===== config.mk =====
export PLATFORM = sky130hd
export DESIGN_NAME = pipe_stage_reg
export DESIGN_NICKNAME = d
export VERILOG_FILES = /design/src/rtl/pipe_stage_reg.sv
export SDC_FILE = /design/constraint.sdc
export NUM_CORES = 1
export LEC_CHECK = 0
export CAP_MARGIN = 20
export CORE_MARGIN = 3
export CORE_UTILIZATION = 33
export CTS_CLUSTER_SIZE = 30
export DETAILED_ROUTE_END_ITERATION = 12
export DONT_BUFFER_PORTS = 1
export PLACE_DENSITY = 0.57
export RECOVER_POWER = 100
export SYNTH_ARGS = -nofsm -noshare
export SYNTH_HDL_FRONTEND = slang
export SYNTH_SLANG_ARGS = --single-unit

===== constraint.sdc =====
create_clock -name clk -period 3.5 [get_ports clk]
set_input_delay 0.525 -clock clk [delete_from_list [all_inputs] [get_ports clk]]
set_output_delay 0.525 -clock clk [all_outputs]
set_load 0.01 [all_outputs]

===== src/rtl/pipe_stage_reg.sv =====
// Elastic pipeline stage register: valid/ready handshake with a 2-entry skid buffer,
// synchronous flush and bubble insertion on the control bundle.
module pipe_stage_reg #(
    parameter int unsigned        DATA_W      = 71,
    parameter int unsigned        CTRL_W      = 3,
    parameter logic [CTRL_W-1:0]  CTRL_BUBBLE = {CTRL_W{1'b0}}
) (
    input  logic              clk,
    input  logic              rst_n,
    input  logic              flush,
    input  logic              in_valid,
    output logic              in_ready,
    input  logic [DATA_W-1:0] in_data,
    input  logic [CTRL_W-1:0] in_ctrl,
    output logic              out_valid,
    input  logic              out_ready,
    output logic [DATA_W-1:0] out_data,
    output logic [CTRL_W-1:0] out_ctrl,
    output logic [1:0]        occupancy,
    output logic [15:0]       stall_cnt
);

    // Handshake: a transfer happens on a rising edge where valid and ready are both 1.
    // in_ready is a register (~skid_v) and never depends on out_ready in the same cycle.

    // State encoding equals the number of held entries, so it doubles as occupancy.
    typedef enum logic [1:0] {
        EMPTY = 2'd0,
        ONE   = 2'd1,
        FULL  = 2'd2
    } state_t;

    state_t            state;
    logic              ready_q;
    logic [DATA_W-1:0] main_d;
    logic [CTRL_W-1:0] main_c;
    logic [DATA_W-1:0] skid_d;
    logic [CTRL_W-1:0] skid_c;
    logic              main_v;
    logic              skid_v;
    logic              accept;
    logic              consume;

    assign main_v  = (state != EMPTY);
    assign skid_v  = (state == FULL);
    assign accept  = in_valid & ready_q;
    assign consume = main_v & out_ready;

    always_ff @(posedge clk or negedge rst_n) begin
        if (!rst_n) begin
            state     <= EMPTY;
            ready_q   <= 1'b1;
            main_d    <= '0;
            main_c    <= CTRL_BUBBLE;
            skid_d    <= '0;
            skid_c    <= CTRL_BUBBLE;
            stall_cnt <= '0;
        end else begin
            // Stall counter survives flush; only reset clears it.
            if (main_v && !out_ready && stall_cnt != 16'hFFFF) begin
                stall_cnt <= stall_cnt + 16'd1;
            end

            if (flush) begin
                state   <= EMPTY;
                ready_q <= 1'b1;
            end else begin
                case (state)
                    EMPTY: begin
                        if (accept) begin
                            main_d <= in_data;
                            main_c <= in_ctrl;
                            state  <= ONE;
                        end
                    end
                    ONE: begin
                        if (accept && consume) begin
                            main_d <= in_data;
                            main_c <= in_ctrl;
                        end else if (consume) begin
                            state <= EMPTY;
                        end else if (accept) begin
                            skid_d  <= in_data;
                            skid_c  <= in_ctrl;
                            ready_q <= 1'b0;
                            state   <= FULL;
                        end
                    end
                    FULL: begin
                        if (consume) begin
                            main_d  <= skid_d;
                            main_c  <= skid_c;
                            ready_q <= 1'b1;
                            state   <= ONE;
                        end
                    end
                    default: begin
                        state   <= EMPTY;
                        ready_q <= 1'b1;
                    end
                endcase
            end
        end
    end

    // Data stays stale on bubbles; only the control bundle is forced to a NOP.
    assign in_ready  = ready_q;
    assign out_valid = main_v;
    assign out_data  = main_d;
    assign out_ctrl  = main_v ? main_c : CTRL_BUBBLE;
    assign occupancy = state;

endmodule


Yosys cells after proc, flatten, opt, wreduce, memory -nomap -nowiden

Index checks and enable logic that the tools add are counted.

Flip-flop bits (word level): 167
Logic and storage cells: 59

$add $sub $neg: 1
Equal/unequal tests: 13
Mux-type cells: 22
Bitwise operators: 5
Reductions and logical operators: 11

Operators by type and width:

| cell                    | count |
|---|---|
| $mux W71                | 3 |
| $pmux W71 S3            | 1 |
| $add A16 B1 Y16 const B | 1 |
| $ne A16 B16 Y1 const B  | 1 |
| $reduce_and A5 Y1       | 3 |
| $mux W2                 | 6 |
| $mux W3                 | 4 |
| $ne A3 B3 Y1 const B    | 4 |
| $pmux W3 S3             | 1 |
| $ne A2 B2 Y1 const B    | 3 |
| $pmux W2 S3             | 1 |
| $mux W1                 | 5 |
| $ne A4 B4 Y1 const B    | 1 |
| $reduce_and A4 Y1       | 1 |
| $logic_and A1 B1 Y1     | 3 |
| $ne A3 B2 Y1 const B    | 1 |
| $not A1 Y1              | 3 |
| $pmux W1 S3             | 1 |
| $reduce_bool A3 Y1      | 1 |
| $and A1 B1 Y1           | 2 |
| $eq A2 B1 Y1 const B    | 1 |
| $eq A2 B2 Y1 const B    | 1 |
| $logic_not A2 Y1        | 1 |
| $ne A2 B1 Y1 const B    | 1 |
| 2 further kinds         | 2 |

Logic depth before layout (Yosys ltp)

Gate-level depths: netlist of the first run.

Depth in word-level cells: 6
Depth in mapped cells: 7
Depth with buffers taken out: 5

Least setup slack after synthesis of the first run

Ideal clock, no wire load.

Kind: register -> register
From: register stall_cnt[0]
To: register stall_cnt[1]
Setup time: 0.125 ns
Data arrival time: 1.591 ns
Required time: 3.375 ns
Setup slack: 1.784 ns
Stages on the path, launching flop included: 6
Period minus slack after synthesis: 1.716 ns
Cell sequence: dfrtp_1 -> ha_1 -> nand4_1 -> nor4_4 -> nor2_2 -> mux2_4

Longest elaborated chain between the ends: 2

RTL lines:

| element                                                                 | line | RTL |
|---|---|---|
| from (decl)                                                             | 20   | `output logic [15:0] stall_cnt` |
| from (signal assigned)                                                  | 61   | `stall_cnt <= stall_cnt + 16'd1;` |
| parallel branches: the longest is 2 deep, another holds $add A16 B1 Y16 | -    |  |

Parallel ways; which one is timed is not known.
A chain may end at the register's enable or synchronous reset.

Worst setup path after layout of the first run

From: register state[1], in the netlist occupancy[1]
To: register main_d[20], in the netlist out_data[20]

Longest elaborated chain between the ends: 5

RTL lines:

| element                     | line | RTL |
|---|---|---|
| from (decl)                 | 33   | `state_t state;` |
| from (signal assigned)      | 51   | `state <= EMPTY;` |
| from (signal assigned)      | 65   | `state <= EMPTY;` |
| from (signal assigned)      | 73   | `state <= ONE;` |
| $reduce_bool A2 Y1          | 44   | `assign main_v = (state != EMPTY);` |
| $and A1 B1 Y1               | 47   | `assign consume = main_v & out_ready;` |
| $logic_and A1 B1 Y1         | 77   | `if (accept && consume) begin` |
| $ne A2 B2 Y1 (no line)      | -    |  |
| $reduce_and A5 Y1 (no line) | -    |  |
| to (signal assigned)        | 71   | `main_d <= in_data;` |
| to (signal assigned)        | 78   | `main_d <= in_data;` |
| to (signal assigned)        | 91   | `main_d <= skid_d;` |
| to (decl)                   | 35   | `logic [DATA_W-1:0] main_d;` |

Parallel ways exist; a longest one is shown, timed or not.

==> impl_metrics.csv, run 1 <==
group,metric,value,unit
clock_network,ctsRootBufferMaster,"clkbuf_16",
clock_network,clock_path_buffers,2,
detailed_routing,wl_met1,6171,µm
synth,synth_top_flop_cell,"dfrtp_1",
global_route,grt_max_degree,168,
cells_and_area,finalNetCount,647,
floorplan,die_width,153.6,µm
outcome,outcome,"finished, violations left",
cells_and_area,antenna_cells,0,
synth,synth_cell_type_count,38,
critical_path,r2r_slack,0.83,ns
timing,worst_pin_slew,1.232,ns
synth,synth_seq_area_share,58.11,%
detailed_routing,wl_met2,7643,µm
clock_network,htreeDepth,4,
outcome,failed_checks,"hold timing",
global_route,grt_first_pass_wirelength,25000,µm
pwr,peakVddDrop,293.5,µV
timing,setup_viol,0,
floorplan,io_pins,173,
critical_path,worstRegToRegCells,4,
timing,rsz0062_at_grt,"false",
critical_path,path_cells,"nor2b_2 -> buf_4 -> mux2i_1 -> a21oi_1",
timing,holdWs,-0.2009,ns
critical_path,arrival,2.91,ns
floorplan,floorplan.initialDensity,33.90,%
place,port_buffers,0,
timing,slew_violations,0,
place,gp_congestion,0.7534,
synth,synth.avg_cell_area,12.49,µm²
clock_network,numCtsBuffers,17,
synth,netlist.area_leader.share,57.75,%
synth,synth_nets,656,
synth,ys_seq_elements,167,
cells_and_area,nFillCells,2063,
critical_path,crit_type,"reg2reg",
critical_path,start_kind,"flop",
detailed_routing,dr.pass1.iters,4,
floorplan,die_area,23610,µm²
detailed_routing,ant_nets,0,
detailed_routing,vias,4322,
floorplan,die_h,153.6,µm
cells_and_area,syn_to_final_growth,10.96,%
timing,final.period_utilization,76.34,%
detailed_routing,wirelength,15500,µm
synth,syn-instance-count,576,
critical_path,cp_slowest_stage_delay,1.02,ns
critical_path,cp-end-kind,"flop",
clock_network,cts_sinks,167,
critical_path,startpoint,"occupancy[1]",
pwr,p_per_area,702.9,nW/µm²
detailed_routing,dr_wl_met3,1529,µm
cells_and_area,final_area,7981,µm²
timing,max_slew_margin,17.85,%
cells_and_area,final_common_cell,"dfrtp_1",
detailed_routing,maxUsedRoutingLayer,"met5",
clock_network,cts_tree,"yes",
job,maxCapViolCount,0,
clock_network,clk_pin_slew_worst_paths,0.06,ns
clock_network,ctsResizeCount,0,
synth,ys_warn_count,0,
pwr,power_leakage,3.224,nW
detailed_routing,viasPerCell,5.055,
global_route,grt_use_total,13.24,%
global_route,grt.overflow.total,0,
floorplan,rows,53,
synth,syn-cell-area,7193,µm²
hold_path,hold_class,"in2async",
detailed_routing,wl_per_cell,18.13,µm
critical_path,crit_slowest_cell,"nor2b_2",
cells_and_area,drive_gt1_share,20.52,%
synth,synth_enable_flop_cells,0,
synth,synth_top_area_cell,"dfrtp_1",
timing,fin_skew,0.006603,ns
timing,max_freq,0.3743,GHz
synth,synthArstFlopShare,100.0,%
synth,synth_area_leaders,"dfrtp_1 (58%), mux2_2 (12%), mux2i_1 (10%), a21oi_1 (5.3%), nor2_1 (4.2%)",
critical_path,path_max_fanout,19,
timing,fin_tns_setup,0,ns
global_route,antenna_found_initial,1,
clock_network,postCtsSetupRepairBufs,0,
clock_network,clk_latency,0.41,ns
place,place_hpwl,10410,µm
place,place_area,7375,µm²
floorplan,core,21220,µm²
critical_path,endpoint,"out_data[20]",
critical_path,required,3.73,ns
global_route,grt_pass1_vias,4481,
critical_path,r2r-end,"out_data[20]",
critical_path,rr_startpoint,"occupancy[1]",
cells_and_area,layout_common_cells,"dfrtp_1 (166), nor2_1 (81), a21oi_1 (76)",
timing,fin_crit,2.672,ns
detailed_routing,drc_errors,0,
timing,finalHoldViolations,167,
detailed_routing,drt_iter0_drc,141,
==> cell type report <==
cell class	instances	area [µm²]	area share, %
clock buffers	22	484.2	6.067
clock inverters	10	166.4	2.085
inverters	2	7.507	0.09406
multi-input cells	372	2749	34.44
flip-flops and latches	167	4180	52.38
well taps	275	344.1	4.311
repair buffers	7	50.05	0.6271
==> report_power, final <==
group / switching (mW) / internal [mW]
Combinational: 0.284 / 0.385
Clock: 0.760 / 1.28
Sequential: 0.453 / 2.45
Total: 1.50 / 4.11
==> sequential cells by signal, summed over array words and instances (netlist names) <==
signal	count
in_ready	1
main_c	3
occupancy	2
out_data	71
skid_c	3
skid_d	71
stall_cnt	16
==> cell usage after synthesis, drive strengths merged (2+ instances only) <==
cell    instances
nor2b           6
nor2           82
buf            35
xor2            3
nor3            3
xnor2           9
nand3           9
nand2           6
nand4b          3
mux2           76
a21oi          76
nand3b          2
a31oi           4
nand2b          2
nand4           6
dfrtp         166
inv             2
mux2i          74
==> how the worst min path moves through the flow <==
stage	end	start	cells past startpoint
floorplan	main_c[0]	rst_n	0
global placement	skid_d[21]	rst_n	0
detailed placement	out_data[22]	rst_n	0
CTS	skid_d[22]	rst_n	0
global route	skid_d[21]	rst_n	0
finish	out_data[22]	rst_n	0
==> worst max-delay path: cells and delay by family (launching register included) <==
family | cells | cell delay [ns]
and+or+nand+nor | 1 | 1.02
DFF | 1 | 0.60
buffers and inverters | 1 | 0.49
muxes | 1 | 0.26
AOI/OAI and AO/OA | 1 | 0.11
==> cell families after synthesis <==
logic type                 after synthesis  synth area share, %
buffers and inverters                   37                3.496
DFF                                    167                58.11
and+or+nand+nor                        125                8.367
adders and majority gates                1               0.1739
muxes                                  150                22.25
AOI/OAI and AO/OA                       84                6.140
xor gates and xnor gates                12                1.461
==> metrics by stage <==
stage               hold WS (ns)  setup WS [ns]  util [%]  instances  total power [mW]
floorplan                 0.2294          1.784         -        576             3.430
global placement          0.2346          1.264     34.75        823             3.569
CTS                      -0.2287          1.170     37.82        855             5.728
global route             -0.2429         0.5808     37.61        855             5.951
finish                   -0.2009         0.8282     37.61        855             5.610
detailed placement        0.2337          1.167     34.75        823             3.642
==> per-layer routing <==
| metal | vias up | track usage [%] |
|---|---|---|
| met1 | 2174 | 15.52 |
| met3 | 12 | 6.896 |
| met5 | - | 0 |
| li1 | 2001 | - |
| met4 | 2 | 3.701 |
| met2 | 133 | 21.39 |
Power figures use the tool's default switching activity.
==> run 2: changes to the inputs <==
--- a/config.mk
+++ b/config.mk
@@ -11,7 +11,7 @@
 export CTS_CLUSTER_SIZE = 30
 export DETAILED_ROUTE_END_ITERATION = 12
 export DONT_BUFFER_PORTS = 1
-export PLACE_DENSITY = 0.57
+export PLACE_DENSITY = 0.58
 export RECOVER_POWER = 100
 export SYNTH_ARGS = -nofsm -noshare
 export SYNTH_HDL_FRONTEND = slang
==> constraint.sdc (replaced) <==
create_clock -name clk -period 2.26 [get_ports clk]
set_input_delay 0.339 -clock clk [delete_from_list [all_inputs] [get_ports clk]]
set_output_delay 0.339 -clock clk [all_outputs]
set_load 0.01 [all_outputs]
==> run 2 against run 1 <==
Against the previous run: sequential power increased by 55%; clock skew decreased by 0.00096 ns; largest power group unchanged; global-route usage decreased by 0.24 points; power increased by 53%; critical path depth increased by 1; critical path type unchanged; final area increased by 0.49%; the run still ends with hold timing left.
==> impl_metrics.csv, run 2 (synthesis results as in run 1) <==
group,metric,value,unit
detailed_routing,vias,4337,
critical_path,required,2.56,ns
critical_path,rr_startpoint,"stall_cnt[0]",
cells_and_area,register_area,4180,µm²
clock_network,clock_path_buffers,2,
pwr,p_per_area,1068,nW/µm²
critical_path,path_max_fanout,6,
place,place_area,7432,µm²
critical_path,cpLargestDelayFamily,"simple AND/OR/NAND/NOR gates",
place,place_hpwl,9870,µm
job,maxCapViolCount,0,
detailed_routing,drc_errors,0,
timing,holdWs,-0.3831,ns
floorplan,io_pins,173,
clock_network,cts_tree,"yes",
clock_network,postCtsSetupRepairBufs,0,
clock_network,ctsRootBufferMaster,"clkbuf_16",
global_route,grt_use_total,13.00,%
critical_path,path_cells,"ha_1 -> nand4_1 -> nor4_2 -> nor2_2 -> mux2_4",
global_route,antenna_found_initial,1,
floorplan,floorplan.initialDensity,33.90,%
timing,setup_viol,0,
pwr,power_leakage,3.211,nW
clock_network,htreeDepth,4,
timing,worst_pin_slew,0.7253,ns
cells_and_area,final_area,8020,µm²
floorplan,rows,53,
detailed_routing,drt_iter0_drc,158,
hold_path,hold_class,"in2async",
detailed_routing,dr.pass1.iters,4,
global_route,grt_max_degree,168,
detailed_routing,wl_per_cell,17.77,µm
critical_path,start_kind,"flop",
outcome,failed_checks,"hold timing",
timing,max_slew_margin,51.65,%
cells_and_area,drive_gt1_share,20.83,%
critical_path,r2r-end,"stall_cnt[1]",
cells_and_area,final_common_cell,"dfrtp_1",
cells_and_area,nFillCells,2044,
pwr,fin_total_pwr,8.562,mW
floorplan,core,21220,µm²
timing,fin_tns_setup,0,ns
cells_and_area,antenna_cells,0,
place,port_buffers,0,
timing,slew_violations,0,
clock_network,clk_pin_slew_worst_paths,0.07,ns
detailed_routing,ant_nets,0,
floorplan,die_h,153.6,µm
timing,fin_skew,0.005647,ns
floorplan,die_width,153.6,µm
place,gp_congestion,0.7981,
timing,max_freq,0.5052,GHz
critical_path,cp_slowest_stage_delay,0.54,ns
critical_path,crit_type,"reg2reg",
critical_path,worstRegToRegCells,5,
critical_path,cp-end-kind,"flop",
outcome,outcome,"finished, violations left",
timing,fin_ws,0.2807,ns
timing,final.period_utilization,87.58,%
clock_network,clk_latency,0.41,ns
cells_and_area,layout_common_cells,"dfrtp_1 (166), nor2_1 (81), a21oi_1 (76)",
floorplan,die_area,23610,µm²
cells_and_area,multiInputGateArea,2769,µm²
pwr,peakVddDrop,433.7,µV
global_route,grt_first_pass_wirelength,24540,µm
global_route,grt.overflow.total,0,
place,pre_cts_slack,0.3666,ns
global_route,grt_pass1_vias,4568,
detailed_routing,viasPerCell,5.067,
critical_path,arrival,2.28,ns
critical_path,crit_slowest_cell,"nor4_2",
timing,finalHoldViolations,167,
clock_network,ctsResizeCount,0,
timing,rsz0062_at_grt,"false",
cells_and_area,syn_to_final_growth,11.50,%
timing,fin_crit,1.979,ns
critical_path,r2r_slack,0.28,ns
clock_network,cts_sinks,167,
cells_and_area,finalNetCount,649,
clock_network,numCtsBuffers,17,
critical_path,critPathBufInv,0,
clock_network,hold_buffers,1,
detailed_routing,wirelength,15210,µm
## run 2: cell count changes in the layout (fill, tap and decap cells not counted), sizes merged
cell,delta
bufinv,-1
clkinvlp,+3
inv,+3
clkbuf,-3
clkinv,-2
dlygate4sd3,+1
## run 2: cell type report
class / count / share of cell area (%)
flip-flops and latches: 167 / 52.12
multi-input cells: 372 / 34.52
clock buffers: 18 / 5.476
well taps: 275 / 4.290
clock inverters: 13 / 2.090
repair buffers: 9 / 1.404
inverters: 2 / 0.09360
## run 2: worst max path at each step
stage / from / endpoint / slack (ns) / cells past startpoint
6_report: stall_cnt[0] / stall_cnt[1] / 0.28 / 5
2_1_floorplan: stall_cnt[0] / stall_cnt[1] / 0.54 / 5
3_3_place_gp: stall_cnt[0] / stall_cnt[1] / 0.42 / 5
3_5_place_dp: stall_cnt[0] / stall_cnt[1] / 0.37 / 5
5_1_grt: stall_cnt[0] / stall_cnt[1] / 0.13 / 5
4_1_cts: occupancy[0] / out_ctrl[2] / 0.31 / 2
## run 2: layer usage
layer	GRT usage, %	part of all wire, %	wire length (µm)	vias to the layer above
li1	-	-	-	2000
met1	15.56	41	6255	2187
met2	20.39	47	7166	132
met3	6.614	9.9	1498	18
met4	4.373	1.9	286	0
met5	0	0	0	-
## run 2: report_power, final
| part | switching (mW) | internal [mW] |
|---|---|---|
| logic | 0.451 | 0.618 |
| clock network | 1.23 | 1.78 |
| registers | 0.697 | 3.79 |
## run 2: worst reg2reg max path, stage by stage (launching register included)
cell	delay, ns
dfrtp_1	0.48
ha_1	0.26
nand4_1	0.16
nor4_2	0.54
nor2_2	0.11
mux2_4	0.31
## run 2: through the flow
stage / instances / util, %
after floorplan: 576 / -
after global placement: 824 / 35.02
after detailed placement: 824 / 35.02
after CTS: 856 / 37.93
after global routing: 856 / 37.79
final: 856 / 37.79
==> run 3: changes to the inputs <==
--- a/config.mk
+++ b/config.mk
@@ -11,6 +11,7 @@
 export CTS_CLUSTER_SIZE = 30
 export DETAILED_ROUTE_END_ITERATION = 12
 export DONT_BUFFER_PORTS = 1
+export GPL_TIMING_DRIVEN = 0
 export PLACE_DENSITY = 0.58
 export RECOVER_POWER = 100
 export SYNTH_ARGS = -nofsm -noshare
==> run 3 against run 2 <==
Against the previous run: the run still ends with hold timing left; register-to-register slack got worse by 0.03 ns; final cell count up 3.2%; non-clock buffer count rose by 27; highest routed layer unchanged; final area grew 1.3%; sequential power is essentially flat; critical path depth unchanged.
==> impl_metrics.csv, run 3 (synthesis results as in run 1) <==
group,metric,value,unit
outcome,outcome,"finished, violations left",
outcome,failed_checks,"hold timing",
cells_and_area,layout_common_cells,"dfrtp_1 (166), nor2_1 (81), a21oi_1 (76)",
clock_network,htreeDepth,4,
clock_network,hold_buffers,1,
clock_network,clk_pin_slew_worst_paths,0.07,ns
critical_path,rr_startpoint,"stall_cnt[0]",
timing,fin_crit,2.009,ns
critical_path,path_max_fanout,6,
place,port_buffers,0,
pwr,peakVddDrop,481.7,µV
floorplan,core,21220,µm²
clock_network,cts_sinks,167,
floorplan,rows,53,
detailed_routing,viasPerCell,5.036,
pwr,p_per_area,1052,nW/µm²
place,dp.cells,851,
global_route,grt_pass1_vias,4896,
cells_and_area,layout.cells.non_filler,883,
detailed_routing,drc_errors,0,
floorplan,die_h,153.6,µm
global_route,grt_max_degree,168,
global_route,antenna_found_initial,0,
clock_network,cts_tree,"yes",
cells_and_area,drive_gt1_share,24.01,%
timing,setup_viol,0,
global_route,grt_use_total,14.52,%
critical_path,worstRegToRegCells,5,
critical_path,start_kind,"flop",
floorplan,die_area,23610,µm²
place,gp_congestion,0.7629,
floorplan,floorplan.initialDensity,33.90,%
critical_path,cp-end-kind,"flop",
pwr,fin_total_pwr,8.544,mW
global_route,grt_first_pass_wirelength,27100,µm
timing,final.period_utilization,88.91,%
clock_network,ctsRootBufferMaster,"clkbuf_16",
timing,fin_skew,0.01077,ns
cells_and_area,multiInputGateArea,2744,µm²
detailed_routing,drt_iter0_drc,155,
critical_path,crit_type,"reg2reg",
floorplan,io_pins,173,
cells_and_area,syn_to_final_growth,12.92,%
cells_and_area,final_area,8123,µm²
critical_path,arrival,2.30,ns
critical_path,required,2.55,ns
detailed_routing,wirelength,16980,µm
cells_and_area,fin_util,38.28,%
hold_path,hold_class,"in2async",
clock_network,numCtsBuffers,17,
timing,slew_violations,0,
place,place_area,7537,µm²
timing,fin_tns_setup,0,ns
cells_and_area,register_area,4180,µm²
critical_path,startpoint,"stall_cnt[0]",
detailed_routing,dr.pass1.iters,4,
cells_and_area,antenna_cells,0,
detailed_routing,ant_nets,0,
timing,rsz0062_at_grt,"false",
place,place_hpwl,11820,µm
clock_network,postCtsSetupRepairBufs,0,
timing,worst_pin_slew,0.6963,ns
timing,max_slew_margin,53.22,%
pwr,power_leakage,3.349,nW
cells_and_area,finalNetCount,676,
global_route,grt.overflow.total,0,
critical_path,r2r_slack,0.25,ns
critical_path,endpoint,"stall_cnt[1]",
clock_network,clock_path_buffers,2,
floorplan,die_width,153.6,µm
job,maxCapViolCount,0,
clock_network,clk_latency,0.41,ns
clock_network,ctsResizeCount,0,
cells_and_area,final_common_cell,"dfrtp_1",
detailed_routing,vias,4447,
timing,holdWs,-0.3826,ns
timing,max_freq,0.4977,GHz
cells_and_area,nFillCells,2074,
detailed_routing,wl_per_cell,19.23,µm
critical_path,r2r-end,"stall_cnt[1]",
timing,finalHoldViolations,167,
==> run 3: power breakdown <==
group | internal, mW | switching [mW]
Combinational | 0.625 | 0.474
Clock | 1.75 | 1.20
Sequential | 3.80 | 0.700
Total | 6.17 | 2.38
==> run 3: area by class of cell <==
type                            count  share of cell area, %
Timing Repair Buffer                1                 0.1232
Buffer                             35                  2.942
Sequential cell                   167                  51.46
Clock inverter                     10                  1.448
Tap cell                          275                  4.236
Clock buffer                       21                  5.915
Inverter                            2                0.09242
Multi-Input combinational cell    372                  33.78
==> run 3: routing by layer <==
layer | vias up | track usage, % | routed length [µm]
li1 | 2049 | - | -
met5 | - | 0 | 0
met3 | 12 | 6.164 | 1564
met1 | 2259 | 17.02 | 6875
met4 | 0 | 4.247 | 193
met2 | 127 | 24.40 | 8350
==> run 3: metrics by stage <==
step	setup slack [ns]	hold WS (ns)
after floorplan	0.5437	0.04341
after global placement	0.2589	0.04739
after detailed placement	0.2370	0.04766
after CTS	0.2282	-0.4115
after global routing	0.05548	-0.4163
final	0.2506	-0.3826
==> run 3: worst min-delay path by stage <==
stage	end	cells past startpoint	slack, ns
after detailed placement	stall_cnt[12]	0	0.05
after global routing	stall_cnt[11]	0	-0.42
after floorplan	main_c[0]	0	0.04
final	stall_cnt[11]	0	-0.38
after global placement	stall_cnt[12]	0	0.05
after CTS	stall_cnt[12]	0	-0.41
==> run 3: worst max-delay path: stages, from the launching register on <==
cell	delay [ns]
dfrtp_1	0.46
ha_1	0.26
nand4_1	0.18
nor4_2	0.56
nor2_2	0.11
mux2_1	0.32
